==> src/rtl/instr_fetch_unit_if.sv <==
// Fetch-stage bus: control/redirect and imem write inputs, plus the IF/ID outputs.
// The master modport is the pipeline side; the fetch unit takes the slave modport.
interface instr_fetch_unit_if #(
    parameter int INSTR_WIDTH = 8,
    parameter int ADDR_WIDTH  = 8
);
    localparam int R = (INSTR_WIDTH - 2) / 2;

    logic                   stall;
    logic                   redirect_valid;
    logic [ADDR_WIDTH-1:0]  redirect_pc;
    logic                   imem_we;
    logic [ADDR_WIDTH-1:0]  imem_waddr;
    logic [INSTR_WIDTH-1:0] imem_wdata;

    logic [ADDR_WIDTH-1:0]  PC;
    logic                   instr_valid;
    logic [ADDR_WIDTH-1:0]  instr_pc;
    logic [INSTR_WIDTH-1:0] Instruction_Code;
    logic [1:0]             Opcode;
    logic [R-1:0]           Rd;
    logic [R-1:0]           Rs;
    logic [INSTR_WIDTH-3:0] Partial_Address;

    modport master (
        output stall, redirect_valid, redirect_pc, imem_we, imem_waddr, imem_wdata,
        input  PC, instr_valid, instr_pc, Instruction_Code, Opcode, Rd, Rs, Partial_Address
    );

    modport slave (
        input  stall, redirect_valid, redirect_pc, imem_we, imem_waddr, imem_wdata,
        output PC, instr_valid, instr_pc, Instruction_Code, Opcode, Rd, Rs, Partial_Address
    );
endinterface

==> src/rtl/instr_fetch_unit.sv <==
// Instruction fetch stage: PC, writable instruction memory with combinational read,
// jump pre-decode for zero-bubble jumps, and the IF/ID register with stall/redirect.
module instr_fetch_unit #(
    parameter int                    INSTR_WIDTH = 8,
    parameter int                    ADDR_WIDTH  = 8,
    parameter int                    DEPTH       = 8,
    parameter logic [ADDR_WIDTH-1:0] RESET_PC    = '0
) (
    input  logic                clk,
    input  logic                reset,
    instr_fetch_unit_if.slave   bus
);
    localparam int P     = INSTR_WIDTH - 2;
    localparam int R     = P / 2;
    localparam int IDX_W = (DEPTH > 1) ? $clog2(DEPTH) : 1;
    localparam logic [ADDR_WIDTH:0] DEPTH_W = (ADDR_WIDTH + 1)'(DEPTH);

    logic [INSTR_WIDTH-1:0] mem [DEPTH];

    logic [ADDR_WIDTH-1:0]  pc_reg;
    logic [ADDR_WIDTH-1:0]  pc_next;
    logic                   valid_reg;
    logic [ADDR_WIDTH-1:0]  instr_pc_reg;
    logic [INSTR_WIDTH-1:0] instr_reg;

    logic [INSTR_WIDTH-1:0] fetch_word;
    logic [ADDR_WIDTH-1:0]  jump_target;
    logic                   is_jump;
    logic                   pc_in_range;
    logic                   waddr_in_range;
    logic [IDX_W-1:0]       pc_idx;
    logic [IDX_W-1:0]       waddr_idx;

    assign pc_in_range    = {1'b0, pc_reg} < DEPTH_W;
    assign waddr_in_range = {1'b0, bus.imem_waddr} < DEPTH_W;
    assign pc_idx         = pc_reg[IDX_W-1:0];
    assign waddr_idx      = bus.imem_waddr[IDX_W-1:0];

    // Memory survives reset; out-of-range writes are dropped rather than aliased.
    always_ff @(posedge clk) begin
        if (bus.imem_we && waddr_in_range) begin
            mem[waddr_idx] <= bus.imem_wdata;
        end
    end

    // Unimplemented addresses fetch all-zero, which decodes as a NOP (mov R0,R0).
    assign fetch_word = pc_in_range ? mem[pc_idx] : '0;
    assign is_jump    = (fetch_word[INSTR_WIDTH-1:INSTR_WIDTH-2] == 2'b11);

    generate
        if (ADDR_WIDTH <= P) begin : g_jump_narrow
            assign jump_target = fetch_word[ADDR_WIDTH-1:0];
        end else begin : g_jump_wide
            // Jumps stay within the current PC-aligned page of 2^P words.
            assign jump_target = {pc_reg[ADDR_WIDTH-1:P], fetch_word[P-1:0]};
        end
    endgenerate

    always_comb begin
        pc_next = pc_reg + ADDR_WIDTH'(1);
        if (bus.redirect_valid) begin
            pc_next = bus.redirect_pc;
        end else if (bus.stall) begin
            pc_next = pc_reg;
        end else if (is_jump) begin
            pc_next = jump_target;
        end
    end

    always_ff @(posedge clk or posedge reset) begin
        if (reset) begin
            pc_reg       <= RESET_PC;
            valid_reg    <= 1'b0;
            instr_pc_reg <= '0;
            instr_reg    <= '0;
        end else begin
            pc_reg <= pc_next;
            if (bus.redirect_valid) begin
                valid_reg    <= 1'b0;
                instr_pc_reg <= '0;
                instr_reg    <= '0;
            end else if (!bus.stall) begin
                valid_reg    <= 1'b1;
                instr_pc_reg <= pc_reg;
                instr_reg    <= fetch_word;
            end
        end
    end

    assign bus.PC               = pc_reg;
    assign bus.instr_valid      = valid_reg;
    assign bus.instr_pc         = instr_pc_reg;
    assign bus.Instruction_Code = instr_reg;
    assign bus.Opcode           = instr_reg[INSTR_WIDTH-1:INSTR_WIDTH-2];
    assign bus.Rd               = instr_reg[2*R-1:R];
    assign bus.Rs               = instr_reg[R-1:0];
    assign bus.Partial_Address  = instr_reg[INSTR_WIDTH-3:0];
endmodule

==> src/flat_wrapper.sv <==
// flat-port wrapper written by rule: the top's interface ports become plain ports
module instr_fetch_unit_flat 
#(
    parameter int                    INSTR_WIDTH = 8,
    parameter int                    ADDR_WIDTH  = 8,
    parameter int                    DEPTH       = 8,
    parameter logic [ADDR_WIDTH-1:0] RESET_PC    = '0
)
  (clk, reset, bus_stall, bus_redirect_valid, bus_redirect_pc, bus_imem_we, bus_imem_waddr, bus_imem_wdata, bus_PC, bus_instr_valid, bus_instr_pc, bus_Instruction_Code, bus_Opcode, bus_Rd, bus_Rs, bus_Partial_Address);
  instr_fetch_unit_if #(.INSTR_WIDTH(INSTR_WIDTH), .ADDR_WIDTH(ADDR_WIDTH)) bus_i ();
  input  logic clk;
  input  logic reset;
  input wire logic [$bits(bus_i.stall)-1:0] bus_stall;
  input wire logic [$bits(bus_i.redirect_valid)-1:0] bus_redirect_valid;
  input wire logic [$bits(bus_i.redirect_pc)-1:0] bus_redirect_pc;
  input wire logic [$bits(bus_i.imem_we)-1:0] bus_imem_we;
  input wire logic [$bits(bus_i.imem_waddr)-1:0] bus_imem_waddr;
  input wire logic [$bits(bus_i.imem_wdata)-1:0] bus_imem_wdata;
  output wire logic [$bits(bus_i.PC)-1:0] bus_PC;
  output wire logic [$bits(bus_i.instr_valid)-1:0] bus_instr_valid;
  output wire logic [$bits(bus_i.instr_pc)-1:0] bus_instr_pc;
  output wire logic [$bits(bus_i.Instruction_Code)-1:0] bus_Instruction_Code;
  output wire logic [$bits(bus_i.Opcode)-1:0] bus_Opcode;
  output wire logic [$bits(bus_i.Rd)-1:0] bus_Rd;
  output wire logic [$bits(bus_i.Rs)-1:0] bus_Rs;
  output wire logic [$bits(bus_i.Partial_Address)-1:0] bus_Partial_Address;
  assign bus_i.stall = bus_stall;
  assign bus_i.redirect_valid = bus_redirect_valid;
  assign bus_i.redirect_pc = bus_redirect_pc;
  assign bus_i.imem_we = bus_imem_we;
  assign bus_i.imem_waddr = bus_imem_waddr;
  assign bus_i.imem_wdata = bus_imem_wdata;
  assign bus_PC = bus_i.PC;
  assign bus_instr_valid = bus_i.instr_valid;
  assign bus_instr_pc = bus_i.instr_pc;
  assign bus_Instruction_Code = bus_i.Instruction_Code;
  assign bus_Opcode = bus_i.Opcode;
  assign bus_Rd = bus_i.Rd;
  assign bus_Rs = bus_i.Rs;
  assign bus_Partial_Address = bus_i.Partial_Address;
  instr_fetch_unit #(.INSTR_WIDTH(INSTR_WIDTH), .ADDR_WIDTH(ADDR_WIDTH), .DEPTH(DEPTH), .RESET_PC(RESET_PC)) u_core (.clk(clk), .reset(reset), .bus(bus_i));
endmodule
==> config.mk <==
export PLATFORM = sky130hd
export DESIGN_NAME = instr_fetch_unit_flat
export DESIGN_NICKNAME = d
export VERILOG_FILES = /design/src/rtl/instr_fetch_unit_if.sv /design/src/rtl/instr_fetch_unit.sv /design/src/flat_wrapper.sv
export SDC_FILE = /design/constraint.sdc
export NUM_CORES = 1
export LEC_CHECK = 0
export CORE_ASPECT_RATIO = 1.2
export CORE_MARGIN = 5
export CORE_UTILIZATION = 35
export CTS_CLUSTER_DIAMETER = 100
export DETAILED_ROUTE_END_ITERATION = 6
export PLACE_DENSITY = 0.64
export RECOVER_POWER = 100
export SLEW_MARGIN = 20
export SYNTH_ARGS = -nofsm -noshare
export SYNTH_HDL_FRONTEND = slang
export SYNTH_SLANG_ARGS = --single-unit
==> constraint.sdc <==
create_clock -name clk -period 2.25 [get_ports clk]
set_clock_uncertainty 0.05 [all_clocks]
set_input_delay 0.3375 -clock clk [delete_from_list [all_inputs] [get_ports clk]]
set_output_delay 0.3375 -clock clk [all_outputs]
set_load 0.005 [all_outputs]
==> metrics.md <==
| Metric | Value |
|---|---|
| Outcome | `finished clean` |
| IO Pins | `68` |
| Mean post-synth cell area | `15.4 µm²` |
| Crit path time final | `2120 ps` |
| Post-detail-place hpwl | `5.86 mm` |
| Leak | `0.00193 µW` |
| Main combinational cell family by area after synthesis | `multiplexers` |
| IO Port Bufs | `67` |
| Hold buffer count at cts | `0` |
| CP bufs+invs | `1` |
| CP arrival | `1730 ps` |
| Starting Density | `35.3%` |
| Ant. Diodes | `0` |
| Initial antenna violation count | `0` |
| Post-Syn Nets | `280` |
| Crit. path cell count | `1` |
| Hold Path Depth | `2` |
| CP max FO | `15` |
| Post_cts resized | `0` |
| Worst-path clk slew | `70 ps` |
| Routed Antenna Nets | `0` |
| Worst R2R Path Depth | `6` |
| Worst path max stage delay | `760 ps` |
| Final period utilization | `94.0%` |
| Synth cell count leaders | `64 x edfxtp_1, 25 x dfrtp_1, 24 x nor2_1` |
| Crit Path Category | `register to primary output` |
| Yosys top cell area share | `50.0%` |
| Cell accounting for the most synthesized area | `edfxtp_1` |
| Worst slew pin tran | `1440 ps` |
| Max cap viols | `0` |
| Cells after synthesis | `250` |
| H-Tree Depth | `3` |
| FF+latch count, synth | `89` |
| Max reg flops | `64` |
| Area growth syn-to-layout | `29.1%` |
| Cell Rows | `42` |
| Cell variety after synth | `39` |
| Longest Clk Path Bufs | `2` |
| Nets | `approximately 350` |
| Slew Limit Fails | `0` |
| Grt ovf | `0` |
| Post-synth design cell area | `3840 µm²` |
| Largest reg by FF count | `u_core.mem` |
| Std-Cell Core Area | `10900 µm²` |
| Drt first pass iters | `4` |
| DRC viols | `0` |
| Warnings from Yosys | `0` |
| Compound-Gate Fraction of Synth Area | `between 4 and 5%` |
| Mux contribution to synthesized area | `between 10 and 15%` |
| Finished Core Util | `around 46%` |
| # fillers | `967` |
| CP Data Required Time | `1860 ps` |
| Initial drt markers | `136` |
| Startpoint type of the worst setup path | `register` |
| Num CTS Buffers | `9` |
| Adder-Cell Fraction of Synth Area | `0.326%` |
| Number of post-CTS setup repair buffers | `0` |
| CP top delay family | `flip-flops` |
| Finished Layout Cells | `455` |
| Most common cell in the netlist | `edfxtp_1` |
| Vias in the first global route | `2413` |
| CTS sink cnt | `just under 90` |
| Hold EP | `u_core.bus.instr_pc[3]` |
| Setup_tns | `0 ps` |
| Max-slew headroom | `3.77%` |
| CP max stage cell | `dfrtp_1` |
| Worst hold path type | `register to register` |
| Global-route wire length before repair | `between 10 and 15 mm` |
| Die Wd | `approximately 110 µm` |
| Area of placed instances | `roughly 4700 µm²` |
| TritonCTS clock tree | `done` |
| Max Clk Rate | `about 470 MHz` |
| DIE HEIGHT | `125 µm` |
| Simple-gate share of the synthesized area | `between 7 and 8%` |
| Gpl congestion | `0.741` |
| Root Buffer | `clkbuf_16` |
| Dpl cells | `439` |
| Crit. End Element | `primary output` |
| Vias | `2290` |
| WL final | `approximately 8.3 mm` |
| Synth Flop Type | `edfxtp_1` |
| Largest net degree at the start of global routing | `31` |
| Hold_sp | `u_core.bus.instr_pc[3]` |
| Post-route design area | `4960 µm²` |
| Hold Vio Cnt, Final | `0` |
| RSZ-0062 raised after global routing | `false` |
| Synth top area cells | `edfxtp_1 50%, dfrtp_1 16%, mux4_1 5.5%, mux4_2 4.7%, mux2i_1 3.9%` |
| Setup violators final | `0` |
| Post-synthesis sequential area ratio | `66.3%` |
| Reg-to-reg endpoint | `u_core.bus.PC[2]` |
| Vias/cell | `5.03` |
| Crit-path cells | `clkdlybuf4s50_1` |
| XOR/XNOR share of the synthesized area | `1.37%` |
| R2R Path Start | `u_core.bus.PC[0]` |
| WL per Instance | `18.2 µm` |
| PD cells | `794 nW/µm²` |
| Max VDD drop | `0.418 mV` |
| Clock Latency Late Sink | `340 ps` |
| Die area | `13200 µm²` |
| GRT Util Overall | `13.1%` |
| Total power | `3940 µW` |
| Number of synthesized flops with an enable pin | `64` |
| Share of cells above drive strength 1 | `10.5%` |
| Reg2reg setup slack | `160 ps` |
| Share of flip-flops with an asynchronous set or reset | `28.1%` |
-- worst min-delay path, cell delays in order (launching register included) --
cell and delay (ps):
dfrtp_1 340, mux2i_1 70, nor2_1 80
-- where the power goes --
part | switching, µW | total [µW] | internal [µW]
sequential | 41.5 | 1830 | 1790
combinational | 203 | 445 | 241
clock | 584 | 1660 | 1070
total | 828 | 3940 | 3110
-- per-stage QoR --
step / hold WS, ps / worst slack (ps)
finish: 467 / 134
global route: 504 / 52.9
CTS: 324 / 113
detailed placement: 467 / 174
global placement: 453 / 206
floorplan: 315 / 307
-- placed cells by master (no fill, tap or decap), types with 9 or more instances in the layout --
cell,Yosys,final
a21oi_1,9,9
clkbuf_1,6,9
clkbuf_16,0,9
clkdlybuf4s50_1,0,20
dfrtp_1,25,25
dlygate4sd3_1,0,47
edfxtp_1,64,64
mux2i_1,15,15
nand2_1,15,15
nor2_1,24,24
o21ai_0,9,9
-- layout make-up --
| class | count | area (µm²) | area share (%) |
|---|---|---|---|
| repair buffers | 83 | 782 | 15.8 |
| multi-input cells | 132 | 1120 | 22.5 |
| well taps | 132 | 165 | 3.33 |
| inverters | 3 | 11.3 | 0.227 |
| clock inverters | 7 | 109 | 2.20 |
| clock buffers | 9 | 225 | 4.54 |
| flip-flops and latches | 89 | 2550 | 51.4 |
-- worst max-delay path by stage --
stage	to	slack [ps]	startpoint
final	bus_PC[2]	130	u_core.bus.PC[2]
after global routing	u_core.bus.PC[2]	50	u_core.bus.PC[0]
after CTS	bus_PC[2]	110	u_core.bus.PC[2]
after detailed placement	u_core.mem[0][7]	170	bus_imem_waddr[7]
after global placement	u_core.mem[1][3]	210	bus_imem_waddr[7]
after floorplan	u_core.bus.PC[2]	310	u_core.bus.PC[0]
-- kinds of logic (layout without fill, tap and decap cells) --
logic type | Yosys count | in the layout
adders and majority gates | 1 | 1
muxes | 33 | 33
and+or+nand+nor | 63 | 63
buffers and inverters | 29 | 102
xor gates and xnor gates | 6 | 6
AOI/OAI and AO/OA | 29 | 29
DFF | 89 | 89
-- per-layer routing --
metal | vias to the layer above | routed length [µm] | track usage [%]
li1 | 1067 | - | -
met1 | 1141 | 3360 | 15.2
met2 | 63 | 4310 | 22.7
met3 | 19 | 367 | 3.27
met4 | 0 | 226 | 5.95
met5 | - | 0 | 0
Power figures use the tool's default switching activity.
